File: src/rtl/comparador_sequencia_jogadas_if.sv
// Bundle of the play-checker signals shared between the game controller
// (master) and the comparator (slave). Sequence memory read data also
// travels here, since the comparator drives its address.
interface comparador_sequencia_jogadas_if #(
    parameter int WIDTH = 4,
    parameter int AW    = 4
) ();

    logic             iniciar;
    logic [AW-1:0]    limite;
    logic [WIDTH-1:0] jogada;
    logic             jogada_valida;
    logic [WIDTH-1:0] esperado;
    logic [AW-1:0]    endereco;
    logic             igual;
    logic             acertou;
    logic             errou;
    logic             timeout;
    logic             ocupado;

    modport master (
        output iniciar,
        output limite,
        output jogada,
        output jogada_valida,
        output esperado,
        input  endereco,
        input  igual,
        input  acertou,
        input  errou,
        input  timeout,
        input  ocupado
    );

    modport slave (
        input  iniciar,
        input  limite,
        input  jogada,
        input  jogada_valida,
        input  esperado,
        output endereco,
        output igual,
        output acertou,
        output errou,
        output timeout,
        output ocupado
    );

endinterface

File: src/rtl/comparador_sequencia_jogadas.sv
// Sequential play checker for the memory game. Each player move is latched,
// compared against the expected move at the current sequence address, and the
// address advances on every hit until the round limit is reached. A wrong move
// or an expired per-move timer ends the round with an error.
module comparador_sequencia_jogadas #(
    parameter int WIDTH   = 4,
    parameter int DEPTH   = 16,
    parameter int TIMEOUT = 0
) (
    input  logic                           clock,
    input  logic                           reset,
    comparador_sequencia_jogadas_if.slave  bus
);

    localparam int AW = $clog2(DEPTH);
    // Timer only needs to count up to TIMEOUT-1; keep at least one bit so
    // the design still elaborates when the timeout is disabled.
    localparam int TW = (TIMEOUT > 1) ? $clog2(TIMEOUT) : 1;
    localparam logic [TW-1:0] TMR_LAST = TW'((TIMEOUT > 0) ? TIMEOUT - 1 : 0);

    typedef enum logic [2:0] {
        OCIOSO,
        ESPERA,
        COMPARA,
        ACERTO,
        ERRO
    } estado_t;

    estado_t          state;
    estado_t          next_state;

    logic [AW-1:0]    endereco_q;
    logic [AW-1:0]    endereco_d;
    logic [WIDTH-1:0] jogada_reg;
    logic [WIDTH-1:0] jogada_reg_d;
    logic [TW-1:0]    tmr;
    logic [TW-1:0]    tmr_d;
    logic             igual_q;
    logic             igual_d;
    logic             acertou_q;
    logic             acertou_d;
    logic             errou_q;
    logic             errou_d;
    logic             timeout_q;
    logic             timeout_d;
    logic             ocupado_q;
    logic             ocupado_d;

    logic             jogada_confere;
    logic             ultima_jogada;
    logic             tmr_expira;

    // Status terms shared by the next-state and output logic.
    assign jogada_confere = (jogada_reg == bus.esperado);
    assign ultima_jogada  = (endereco_q == bus.limite);
    assign tmr_expira     = (TIMEOUT > 0) && (tmr == TMR_LAST);

    // State register.
    always_ff @(posedge clock) begin
        if (reset) begin
            state <= OCIOSO;
        end else begin
            state <= next_state;
        end
    end

    // Next-state logic; iniciar restarts the round from any state.
    always_comb begin
        next_state = state;
        if (bus.iniciar) begin
            next_state = ESPERA;
        end else begin
            case (state)
                ESPERA: begin
                    if (bus.jogada_valida) begin
                        next_state = COMPARA;
                    end else if (tmr_expira) begin
                        next_state = ERRO;
                    end
                end
                COMPARA: begin
                    if (!jogada_confere) begin
                        next_state = ERRO;
                    end else if (ultima_jogada) begin
                        next_state = ACERTO;
                    end else begin
                        next_state = ESPERA;
                    end
                end
                default: next_state = state;
            endcase
        end
    end

    // Next values of the registered outputs and datapath; igual is a pulse and
    // defaults low, everything else holds unless a transition updates it.
    always_comb begin
        endereco_d   = endereco_q;
        jogada_reg_d = jogada_reg;
        tmr_d        = tmr;
        igual_d      = 1'b0;
        acertou_d    = acertou_q;
        errou_d      = errou_q;
        timeout_d    = timeout_q;
        if (bus.iniciar) begin
            endereco_d = '0;
            tmr_d      = '0;
            acertou_d  = 1'b0;
            errou_d    = 1'b0;
            timeout_d  = 1'b0;
        end else begin
            case (state)
                ESPERA: begin
                    if (bus.jogada_valida) begin
                        jogada_reg_d = bus.jogada;
                    end else if (tmr_expira) begin
                        errou_d   = 1'b1;
                        timeout_d = 1'b1;
                    end else if (TIMEOUT > 0) begin
                        tmr_d = tmr + 1'b1;
                    end
                end
                COMPARA: begin
                    if (!jogada_confere) begin
                        errou_d = 1'b1;
                    end else if (ultima_jogada) begin
                        igual_d   = 1'b1;
                        acertou_d = 1'b1;
                    end else begin
                        igual_d    = 1'b1;
                        endereco_d = endereco_q + 1'b1;
                        tmr_d      = '0;
                    end
                end
                default: begin
                end
            endcase
        end
        ocupado_d = (next_state == ESPERA) || (next_state == COMPARA);
    end

    // Datapath and output registers.
    always_ff @(posedge clock) begin
        if (reset) begin
            endereco_q <= '0;
            jogada_reg <= '0;
            tmr        <= '0;
            igual_q    <= 1'b0;
            acertou_q  <= 1'b0;
            errou_q    <= 1'b0;
            timeout_q  <= 1'b0;
            ocupado_q  <= 1'b0;
        end else begin
            endereco_q <= endereco_d;
            jogada_reg <= jogada_reg_d;
            tmr        <= tmr_d;
            igual_q    <= igual_d;
            acertou_q  <= acertou_d;
            errou_q    <= errou_d;
            timeout_q  <= timeout_d;
            ocupado_q  <= ocupado_d;
        end
    end

    assign bus.endereco = endereco_q;
    assign bus.igual    = igual_q;
    assign bus.acertou  = acertou_q;
    assign bus.errou    = errou_q;
    assign bus.timeout  = timeout_q;
    assign bus.ocupado  = ocupado_q;

endmodule

File: src/flat_wrapper.sv
// flat-port wrapper written by rule: the top's interface ports become plain ports
module comparador_sequencia_jogadas_flat 
#(
    parameter int WIDTH   = 4,
    parameter int DEPTH   = 16,
    parameter int TIMEOUT = 0
)
  (clock, reset, bus_iniciar, bus_limite, bus_jogada, bus_jogada_valida, bus_esperado, bus_endereco, bus_igual, bus_acertou, bus_errou, bus_timeout, bus_ocupado);
  comparador_sequencia_jogadas_if #(.WIDTH(WIDTH), .AW((4))) bus_i ();
  input  logic clock;
  input  logic reset;
  input wire logic [$bits(bus_i.iniciar)-1:0] bus_iniciar;
  input wire logic [$bits(bus_i.limite)-1:0] bus_limite;
  input wire logic [$bits(bus_i.jogada)-1:0] bus_jogada;
  input wire logic [$bits(bus_i.jogada_valida)-1:0] bus_jogada_valida;
  input wire logic [$bits(bus_i.esperado)-1:0] bus_esperado;
  output wire logic [$bits(bus_i.endereco)-1:0] bus_endereco;
  output wire logic [$bits(bus_i.igual)-1:0] bus_igual;
  output wire logic [$bits(bus_i.acertou)-1:0] bus_acertou;
  output wire logic [$bits(bus_i.errou)-1:0] bus_errou;
  output wire logic [$bits(bus_i.timeout)-1:0] bus_timeout;
  output wire logic [$bits(bus_i.ocupado)-1:0] bus_ocupado;
  assign bus_i.iniciar = bus_iniciar;
  assign bus_i.limite = bus_limite;
  assign bus_i.jogada = bus_jogada;
  assign bus_i.jogada_valida = bus_jogada_valida;
  assign bus_i.esperado = bus_esperado;
  assign bus_endereco = bus_i.endereco;
  assign bus_igual = bus_i.igual;
  assign bus_acertou = bus_i.acertou;
  assign bus_errou = bus_i.errou;
  assign bus_timeout = bus_i.timeout;
  assign bus_ocupado = bus_i.ocupado;
  comparador_sequencia_jogadas #(.WIDTH(WIDTH), .DEPTH(DEPTH), .TIMEOUT(TIMEOUT)) u_core (.clock(clock), .reset(reset), .bus(bus_i));
endmodule
File: config.mk
export PLATFORM = sky130hd
export DESIGN_NAME = comparador_sequencia_jogadas_flat
export DESIGN_NICKNAME = d
export VERILOG_FILES = /design/src/rtl/comparador_sequencia_jogadas_if.sv /design/src/rtl/comparador_sequencia_jogadas.sv /design/src/flat_wrapper.sv
export SDC_FILE = /design/constraint.sdc
export NUM_CORES = 1
export LEC_CHECK = 0
export CAP_MARGIN = 20
export CORE_AREA = 2 2 44 46
export CTS_CLUSTER_SIZE = 25
export DETAILED_ROUTE_END_ITERATION = 10
export DIE_AREA = 0 0 46 48
export MAX_ROUTING_LAYER = met4
export PLACE_DENSITY = 0.82
export SYNTH_ARGS = -nofsm -noshare
export SYNTH_HDL_FRONTEND = slang
export SYNTH_SLANG_ARGS = --single-unit
export TNS_END_PERCENT = 50
File: constraint.sdc
create_clock -name clock -period 3.2 [get_ports clock]
set_input_delay 0.48 -clock clock [delete_from_list [all_inputs] [get_ports clock]]
set_output_delay 0.48 -clock clock [all_outputs]
set_load 0.01 [all_outputs]
### Word-level counts from Yosys, hierarchy flattened

Index checks and enable logic that the tools add are counted.

| operators by class | value |
|---|---|
| muxes and demuxes | 6 |
| equality and inequality tests | 6 |
| bitwise gates (word level) | 4 |
| add/subtract/negate cells | 1 |
| reduce and logical (&&, ||, !) cells | 7 |

Operator list:

| operator | number |
|---|---|
| $mux 3 | 3 |
| $reduce_and 3->1 | 3 |
| $eq 4x4->1 | 2 |
| $eq 3x1->1 const B | 2 |
| $eq 3x2->1 const B | 2 |
| $pmux 3 s2 | 1 |
| $add 4x1->4 const B | 1 |
| $not 1->1 | 4 |
| $reduce_or 3->1 | 1 |
| $mux 2 | 1 |
| $reduce_and 2->1 | 1 |
| $reduce_or 2->1 | 1 |
| $logic_or 1x1->1 | 1 |
| $mux 1 | 1 |

| storage, ports and cells | value |
|---|---|
| input bits | 16 |
| register bits | 15 |

### Logic depth before layout (Yosys ltp)

Gate-level depths: netlist (run 1).

| depth | value |
|---|---|
| depth in word-level cells | 7 |
| depth in mapped cells | 4 |
| depth with buffers taken out | 4 |

### Worst setup path before layout (run 1)

Ideal clock, no wire load.

| timing path | value |
|---|---|
| path type | input to register |
| start | input port bus_limite[1] |
| end | register u_core.endereco_q[3], in the netlist u_core.bus.endereco[3] |
| arrival time | 1.448 ns |
| buffers on the path | 0 |
| slack | 1.680 ns |
| library setup time | 0.072 ns |
| stages | 4 |
| required time | 3.128 ns |
| cells stage by stage | xor2_1 or4_4 nand4_1 mux2i_1 |

| between the ends | value |
|---|---|
| longest elaborated chain between the ends | 3 |

Ends and longest elaborated chain:

| element | RTL line | source |
|---|---|---|
| from (decl) | flat_wrapper.sv:13 | `input wire logic [$bits(bus_i.limite)-1:0] bus_limite;` |
| $eq 4x4->1 | comparador_sequencia_jogadas.sv:55 | `assign ultima_jogada = (endereco_q == bus.limite);` |
| $not 1->1 (no source line) | - |  |
| $reduce_and 3->1 (no source line) | - |  |
| to (signal assigned) | comparador_sequencia_jogadas.sv:154 | `endereco_q <= endereco_d;` |
| to (decl) | comparador_sequencia_jogadas.sv:32 | `logic [AW-1:0] endereco_q;` |

No other way between the ends.
A chain may end at the register's enable or synchronous reset.

### Worst setup path after layout (run 1)

| timing path | value |
|---|---|
| start | input port bus_esperado[1] |
| end | register u_core.endereco_q[0], in the netlist u_core.bus.endereco[0] |

| between the ends | value |
|---|---|
| longest elaborated chain between the ends | 2 |

Ends and longest elaborated chain:

| element | RTL line | source |
|---|---|---|
| from (decl) | flat_wrapper.sv:16 | `input wire logic [$bits(bus_i.esperado)-1:0] bus_esperado;` |
| $eq 4x4->1 | comparador_sequencia_jogadas.sv:54 | `assign jogada_confere = (jogada_reg == bus.esperado);` |
| $reduce_and 3->1 (no source line) | - |  |

No other way between the ends.

==> results of run 1 <==
through the flow:
| step | hold slack (ns) | utilization | total power (W) | instance area, um2 |
|---|---|---|---|---|
| after global routing | 0.473 | 0.594 | 0.000360 | 1000 |
| after detailed placement | 0.442 | 0.579 | 0.000247 | 977 |
| final | 0.452 | 0.594 | 0.000349 | 1000 |
| after floorplan | 0.470 | - | 0.000221 | 737 |
| after global placement | 0.437 | 0.579 | 0.000245 | 977 |
| after CTS | 0.455 | 0.594 | 0.000351 | 1000 |
worst register-to-register path, delay by kind of cell, from the launching register on:
kind             cells  cell delay (ns)
flip-flops           1             0.37
AND/OR/NAND/NOR      2             0.71
XOR/XNOR             1             0.19
multiplexers         1             0.20
cell type report:
| type | count | area, um2 |
|---|---|---|
| multi-input combinational | 61 | 414 |
| fill | 145 | 686 |
| inverter | 3 | 11.3 |
| sequential | 15 | 300 |
| tap | 17 | 21.3 |
| timing repair buffer | 23 | 230 |
| clock buffer | 4 | 26.3 |
power by group:
group	switching, W	leakage (nW)	internal [W]
Sequential	0.00000273	0.122	0.000190
Combinational	0.0000219	0.269	0.0000277
Clock	0.0000585	0.0150	0.0000483
Total	0.0000832	0.406	0.000266
placed cells by master (no fill, tap or decap), drive strengths merged:
| master | synthesis | routed |
|---|---|---|
| nor4 | 2 | 2 |
| clkbuf | 1 | 4 |
| mux2i | 8 | 8 |
| conb | 1 | 1 |
| or4 | 1 | 1 |
| nand4 | 2 | 2 |
| nor3 | 2 | 2 |
| a31oi | 3 | 3 |
| nand2b | 3 | 3 |
| clkdlybuf4s50 | 0 | 23 |
| dfxtp | 15 | 15 |
| o21ai | 2 | 2 |
| xor2 | 8 | 8 |
| nand2 | 6 | 6 |
| nor2 | 12 | 12 |
| and3 | 1 | 1 |
| nand3 | 1 | 1 |
| or3 | 3 | 3 |
| or2 | 1 | 1 |
| inv | 3 | 3 |
| ha | 1 | 1 |
| a21oi | 4 | 4 |
logic make-up (layout without fill, tap and decap cells):
family                     Yosys count  in the layout  share of synthesized area
adders and majority gates            1              1                     0.0170
muxes                                8              8                      0.109
and+or+nand+nor                     34             34                      0.270
buffers and inverters                5             30                     0.0306
DFF                                 15             15                      0.407
xor gates and xnor gates             8              8                     0.0951
other                                1              1                    0.00509
AOI/OAI and AO/OA                    9              9                     0.0662
Yosys cell counts:
cell type	instances
a21oi_1	4
a31oi_1	3
and3_1	1
buf_4	1
clkbuf_1	1
conb_1	1
dfxtp_1	15
ha_1	1
inv_1	2
inv_2	1
mux2i_1	8
nand2_1	6
nand2b_1	3
nand3_2	1
nand4_1	2
nor2_1	12
nor3_2	2
nor4_1	1
nor4_4	1
o21ai_0	2
or2_1	1
or3_1	3
or4_4	1
xor2_1	8
layer usage:
metal	track usage	part of all wire	wire length, um	vias up
met4	0.0857	0.013	19	0
met5	-	0	0	-
met3	0.0340	0.066	99	2
li1	-	-	-	333
met2	0.244	0.51	759	22
met1	0.183	0.41	622	312
worst min-delay path by stage:
| stage | start | end | slack, ns | depth (start not counted) |
|---|---|---|---|---|
| 4_1_cts | u_core.bus.errou | u_core.bus.errou | 0.45 | 2 |
| 2_1_floorplan | u_core.bus.errou | u_core.bus.errou | 0.47 | 2 |
| 3_3_place_gp | u_core.bus.errou | u_core.bus.errou | 0.44 | 2 |
| 5_1_grt | u_core.bus.errou | u_core.bus.errou | 0.47 | 2 |
| 6_report | u_core.bus.errou | u_core.bus.errou | 0.45 | 2 |
| 3_5_place_dp | u_core.bus.errou | u_core.bus.errou | 0.44 | 2 |
==> flow_summary.toml, run 1 <==
[routing]
wl_per_cell_um = 12.2
wl_um = 1500
drcViolationCount = 0
firstDrtPassIters = 4
drt_iter0_drc = 17
postRouteAntennaNets = 0
viasPerCell = 5.44
via_count = 669

[timing]
setup_slack_ns = 1.42
worst_slew_pin_slew_ns = 0.501
fmax_mhz = 563
hold_viol = 0
fin_crit_ns = 1.78
clock_skew_ns = 0.00348
maxSlewHeadroom = 0.664
fin_crit_sh = 0.555
finalSetupTns_ns = 0
rsz0062_at_grt = "false"
finalSetupViolCount = 0
drv_slew = 0

[worst_setup_path]
setup.worst_path.start_class = "primary input"
crit_path_end = "u_core.bus.endereco[0]"
worst_r2r_path_depth = 4
cp_slowest_stage_delay_ns = 0.50
critPathArrivalTime_ns = 1.95
reg2reg_slack_ns = 1.67
worstSetupPathDepth = 5
crit_family = "simple AND/OR/NAND/NOR gates"
criticalPathCategory = "primary input to flip-flop"
end_kind = "flip-flop"
cp.required_ns = 3.37
cp_max_fo = 8
crit_start = "bus_esperado[1]"
cp.buffers_inverters = 1
cpMaxStageDelayCell = "nor4_4"
worstPathCellList = "clkdlybuf4s50_1 -> xor2_1 -> nor4_4 -> nand3_2 -> mux2i_1"
r2r-start = "u_core.bus.endereco[1]"
rr_endpoint = "u_core.bus.endereco[0]"

[power]
max-vdd-ir-drop_v = 0.000186
power.leakage_nw = 0.406
powerDensity_mw_per_mm2 = 348

[clocking]
cts_setup_buffers = 0
root_buffer = "clkbuf_4"
cts.sinks = 15
clkLatencyLatePin_ns = 0.28
ctsLongestPathBuffers = 2
clk_pin_slew_ns = 0.09
postCtsHoldBufs = 0
cts_tree = "built"
h-tree-depth = 1
ctsResizeCount = 0
cts-buffers-inserted = 3

[final_layout]
diodes = 0
drive_gt1_frac = 0.0849
area_delta_synth_final_pct = 36.2
final_nets = 124
fin_cells = 123

[die]
die_area_mm2 = 0.00221
ios = 25
core_area_mm2 = 0.00169
die_w_um = 46
initial_core_util = 0.436
num_rows = 15
dieHeight_um = 48

[placed_design]
port_buffers = 23
gp_congestion = 0.768
dp_hpwl_um = 1140
post-place-ws_ns = 1.14
dp.cells = 119

[synth]
yosys.area.top_type = "dfxtp_1"
netlist_area_um2 = 737
yosysUniqueCellTypes = 24
ys_ff_latch = 15
synth_nets = 98
synth.yosys.warnings = 0
yosys-top-cells-area = "dfxtp_1 41%, mux2i_1 11%, xor2_1 9.5%, nor2_1 6.1%, nand2_1 3.1%"
synthDominantCellAreaShare = 0.407
seq_area_frac_synth = 0.407
postSynthAreaPerCell_um2 = 9.10
netlist_instances = 81

[run]
max_cap_viol_count = 0

[global_routing]
grt_util_all_layers = 0.155
grt_pass1_wl_um = 2340
grt_max_degree = 12
grt_overflow = 0
grt_pass1_vias = 572
antenna_found_initial = 0

[min_path]
hp-class = "flip-flop to flip-flop"

[status]
status = "finished, final reports clean"
No activity file was read; power rests on OpenSTA's default activity.
==> run 2, diff against run 1 <==
--- a/config.mk
+++ b/config.mk
@@ -6,12 +6,12 @@
 export NUM_CORES = 1
 export LEC_CHECK = 0
 export CAP_MARGIN = 20
-export CORE_AREA = 2 2 44 46
+export CORE_AREA = 2 2 47 49
 export CTS_CLUSTER_SIZE = 25
 export DETAILED_ROUTE_END_ITERATION = 10
-export DIE_AREA = 0 0 46 48
+export DIE_AREA = 0 0 49 51
 export MAX_ROUTING_LAYER = met4
-export PLACE_DENSITY = 0.82
+export PLACE_DENSITY = 0.76
 export SYNTH_ARGS = -nofsm -noshare
 export SYNTH_HDL_FRONTEND = slang
 export SYNTH_SLANG_ARGS = --single-unit
==> constraint.sdc (replaced) <==
create_clock -name clock -period 1.5 [get_ports clock]
set_input_delay 0.225 -clock clock [delete_from_list [all_inputs] [get_ports clock]]
set_output_delay 0.225 -clock clock [all_outputs]
set_load 0.01 [all_outputs]
==> flow_summary.toml, run 2 (synthesis results as in run 1) <==
[clocking]
cts_tree = "built"
root_buffer = "clkbuf_4"
cts_setup_buffers = 0
cts.sinks = 15
clkLatencyLatePin_ns = 0.28
h-tree-depth = 1
ctsLongestPathBuffers = 2
clk_pin_slew_ns = 0.08
cts-buffers-inserted = 3

[worst_setup_path]
cp_slowest_stage_delay_ns = 0.56
end_kind = "flip-flop"
cpMaxStageDelayCell = "or4_4"
cp.required_ns = 1.70
critPathArrivalTime_ns = 1.66
cp.buffers_inverters = 1
crit_family = "simple AND/OR/NAND/NOR gates"
criticalPathCategory = "primary input to flip-flop"
cp_max_fo = 3
setup.worst_path.start_class = "primary input"
reg2reg_slack_ns = 0.06
worstPathCellList = "clkdlybuf4s50_1 -> xor2_1 -> or4_4 -> nand3_2 -> mux2i_1"

[global_routing]
antenna_found_initial = 0
grt_pass1_vias = 628
grt_pass1_wl_um = 2580
grt_overflow = 0
grt_max_degree = 9
grt_util_all_layers = 0.142

[routing]
wl_um = 1510
firstDrtPassIters = 4
via_count = 673
viasPerCell = 4.71
postRouteAntennaNets = 0
wl_per_cell_um = 10.5
drt_iter0_drc = 8
drcViolationCount = 0

[final_layout]
mostFrequentLayoutCells = "21 x clkdlybuf4s50_1, 12 x nor2_1, 11 x dfxtp_1"
diodes = 0
area_delta_synth_final_pct = 47.5
final_nets = 133
drive_gt1_frac = 0.191
utilization = 0.527
final_common_cell = "clkdlybuf4s50_1"

[die]
num_rows = 17
die_w_um = 49
die_area_mm2 = 0.00250
dieHeight_um = 51
core_area_mm2 = 0.00206
ios = 25
initial_core_util = 0.357

[power]
powerDensity_mw_per_mm2 = 690
finalPower_w = 0.000750
power.leakage_nw = 0.464
max-vdd-ir-drop_v = 0.000276

[placed_design]
gp_congestion = 0.845
port_buffers = 23
dp_hpwl_um = 1220

[timing]
finalSetupViolCount = 0
clock_skew_ns = 0.00330
whs_ns = 0.451
drv_slew = 0
rsz0062_at_grt = "false"
fin_crit_sh = 0.969
hold_viol = 0
fin_crit_ns = 1.45
fmax_mhz = 688

[min_path]
hp-class = "flip-flop to flip-flop"

[status]
status = "finished, final reports clean"

[run]
max_cap_viol_count = 0
[run 2: through the flow]
| stage | TNS [ns] | instance area (um2) | worst slack, ns | instances |
|---|---|---|---|---|
| detailed placement | -1.32 | 1060 | -0.247 | 139 |
| global route | 0 | 1090 | 0.00343 | 143 |
| finish | 0 | 1090 | 0.0461 | 143 |
| global placement | -1.13 | 1060 | -0.212 | 139 |
| CTS | 0 | 1080 | 0.0118 | 143 |
| floorplan | 0 | 737 | 0.0662 | 81 |
[run 2: layer usage]
layer / part of all wire / global-route usage / vias up
met5: 0 / - / -
met4: 0.024 / 0.0857 / 0
met3: 0.038 / 0.0409 / 4
met2: 0.49 / 0.240 / 13
met1: 0.45 / 0.149 / 311
li1: - / - / 345
[run 2: layout make-up]
class,count,area [um2]
Fill cell,202,976
Multi-Input combinational cell,61,414
Sequential cell,15,305
Timing Repair Buffer,32,295
Tap cell,28,35.0
Clock buffer,4,26.3
Inverter,3,11.3
[run 2: worst paths after layout]
check / depth (start not counted) / endpoint / from
worst max-delay path: 5 / u_core.bus.endereco[0] / bus_limite[1]
worst min-delay path: 2 / u_core.bus.errou / u_core.bus.errou
worst max register to register: 4 / u_core.bus.endereco[0] / u_core.bus.endereco[1]
worst min register to register: 2 / u_core.bus.errou / u_core.bus.errou
[run 2: where the power goes]
group          switching [W]  internal [W]  leakage [nW]
sequential        0.00000568      0.000405         0.124
clock               0.000120      0.000103        0.0150
combinational      0.0000474     0.0000684         0.325
[run 2: worst reg2reg max path, cell delays in order, from the launching register on]
cell and delay, ns:
dfxtp_2 0.33, xor2_1 0.16, or4_4 0.56, nand3_2 0.13, mux2i_1 0.18
[run 2: repair_timing]
| action | in CTS | in global routing |
|---|---|---|
| setup endpoints to repair | 2 | 2 |
| hold buffers | 0 | 0 |
| resized for setup | 4 | 2 |
==> run 3, diff against run 2 <==
--- a/config.mk
+++ b/config.mk
@@ -6,12 +6,14 @@
 export NUM_CORES = 1
 export LEC_CHECK = 0
 export CAP_MARGIN = 20
-export CORE_AREA = 2 2 47 49
+export CELL_PAD_IN_SITES_DETAIL_PLACEMENT = 1
+export CELL_PAD_IN_SITES_GLOBAL_PLACEMENT = 1
+export CORE_AREA = 2 2 54 56
 export CTS_CLUSTER_SIZE = 25
 export DETAILED_ROUTE_END_ITERATION = 10
-export DIE_AREA = 0 0 49 51
+export DIE_AREA = 0 0 56 58
 export MAX_ROUTING_LAYER = met4
-export PLACE_DENSITY = 0.76
+export PLACE_DENSITY = 0.77
 export SYNTH_ARGS = -nofsm -noshare
 export SYNTH_HDL_FRONTEND = slang
 export SYNTH_SLANG_ARGS = --single-unit
==> flow_summary.toml, run 3 (synthesis results as in run 1) <==
[clocking]
h-tree-depth = 1
ctsLongestPathBuffers = 2
cts-buffers-inserted = 3
root_buffer = "clkbuf_4"
clkLatencyLatePin_ns = 0.28
cts.sinks = 15
cts_tree = "built"
clk_pin_slew_ns = 0.09

[worst_setup_path]
worstPathCellList = "xor2_2 -> or4_4 -> nand4_1 -> mux2i_1"
critPathArrivalTime_ns = 1.68
cp_slowest_stage_delay_ns = 0.57
setup.worst_path.start_class = "flip-flop"
cp.required_ns = 1.71
cp.buffers_inverters = 0
cpMaxStageDelayCell = "or4_4"
criticalPathCategory = "flip-flop to flip-flop"
end_kind = "flip-flop"
crit_family = "simple AND/OR/NAND/NOR gates"
cp_max_fo = 5

[routing]
drt_iter0_drc = 4
via_count = 708
wl_um = 2110
viasPerCell = 4.78
wl_per_cell_um = 14.2
postRouteAntennaNets = 0
drcViolationCount = 0
firstDrtPassIters = 4

[global_routing]
antenna_found_initial = 0
grt_use_met3 = 0.0223
grt_pass1_wl_um = 3510
grt_overflow = 0
grt_pass1_vias = 772
grtUsageMet2 = 0.261
grt_max_degree = 9
top_usage_layer = "met2"
grt_util_all_layers = 0.147
met1_usage = 0.161

[power]
finalPower_w = 0.000775
powerDensity_mw_per_mm2 = 688
max-vdd-ir-drop_v = 0.000407
power.leakage_nw = 0.484

[final_layout]
final_nets = 135
final_common_cell = "clkdlybuf4s50_1"
area_delta_synth_final_pct = 52.8
utilization = 0.423
mostFrequentLayoutCells = "20 x clkdlybuf4s50_1, 12 x nor2_1, 11 x buf_4, 11 x dfxtp_1, 8 x mux2i_1"
drive_gt1_frac = 0.214
diodes = 0
ff_latch_area_um2 = 308
multi_input_area_um2 = 429
num-fill-cells = 317

[timing]
hold_viol = 0
fin_crit_ns = 1.48
fin_crit_sh = 0.985
drv_slew = 0
finalSetupViolCount = 0
finalSetupTns_ns = 0
fmax_mhz = 677
rsz0062_at_grt = "true"
clock_skew_ns = 0.00558
setup_slack_ns = 0.0229

[min_path]
hp-class = "flip-flop to flip-flop"

[die]
ios = 25
initial_core_util = 0.277
die_w_um = 56
core_area_mm2 = 0.00266
dieHeight_um = 58
die_area_mm2 = 0.00325
num_rows = 19

[run]
max_cap_viol_count = 0

[status]
status = "finished, final reports clean"

[placed_design]
dp_hpwl_um = 1590
port_buffers = 23
post-place-ws_ns = -0.280
gp_congestion = 0.825
[run 3: tightest hold or removal path, stage by stage (launching register included)]
cell	delay, ns
dfxtp_1	0.32
inv_1	0.05
a21oi_1	0.05
[run 3: final timing paths]
check | start | to | slack (ns) | depth (start not counted)
hold reg to reg | u_core.bus.errou | u_core.bus.errou | 0.45 | 2
setup reg to reg | u_core.bus.endereco[2] | u_core.bus.endereco[2] | 0.02 | 4
setup / recovery | u_core.bus.endereco[2] | u_core.bus.endereco[2] | 0.02 | 4
hold / removal | u_core.bus.errou | u_core.bus.errou | 0.45 | 2
[run 3: through the flow]
stage / area (um2) / hold slack [ns] / cells
after floorplan: 737 / 0.369 / 81
after global placement: 1070 / 0.437 / 143
after detailed placement: 1070 / 0.441 / 143
after CTS: 1100 / 0.457 / 147
after global routing: 1130 / 0.499 / 148
final: 1130 / 0.452 / 148
[run 3: report_power, final]
group          switching [W]  internal, W  leakage, nW  total (W)
sequential        0.00000649     0.000404        0.124   0.000410
clock               0.000136     0.000103       0.0150   0.000239
combinational      0.0000542    0.0000711        0.345   0.000125
[run 3: layer usage]
metal	vias up	part of all wire
met1	344	0.41
li1	348	-
met2	14	0.55
met3	2	0.026
met5	-	0
met4	0	0.010
[run 3: layout make-up]
| cell class | instances | share of cell area |
|---|---|---|
| multi-input cells | 61 | 0.381 |
| repair buffers | 34 | 0.278 |
| flip-flops and latches | 15 | 0.273 |
| well taps | 31 | 0.0344 |
| clock buffers | 4 | 0.0233 |
| inverters | 3 | 0.0100 |
[run 3: repair_timing]
action	in CTS	in global routing
hold endpoints to repair	0	0
buffers inserted	0	1
pin swaps	0	5
hold buffers	0	0
endpoints found under the setup margin	3	6
gates resized for setup	5	5
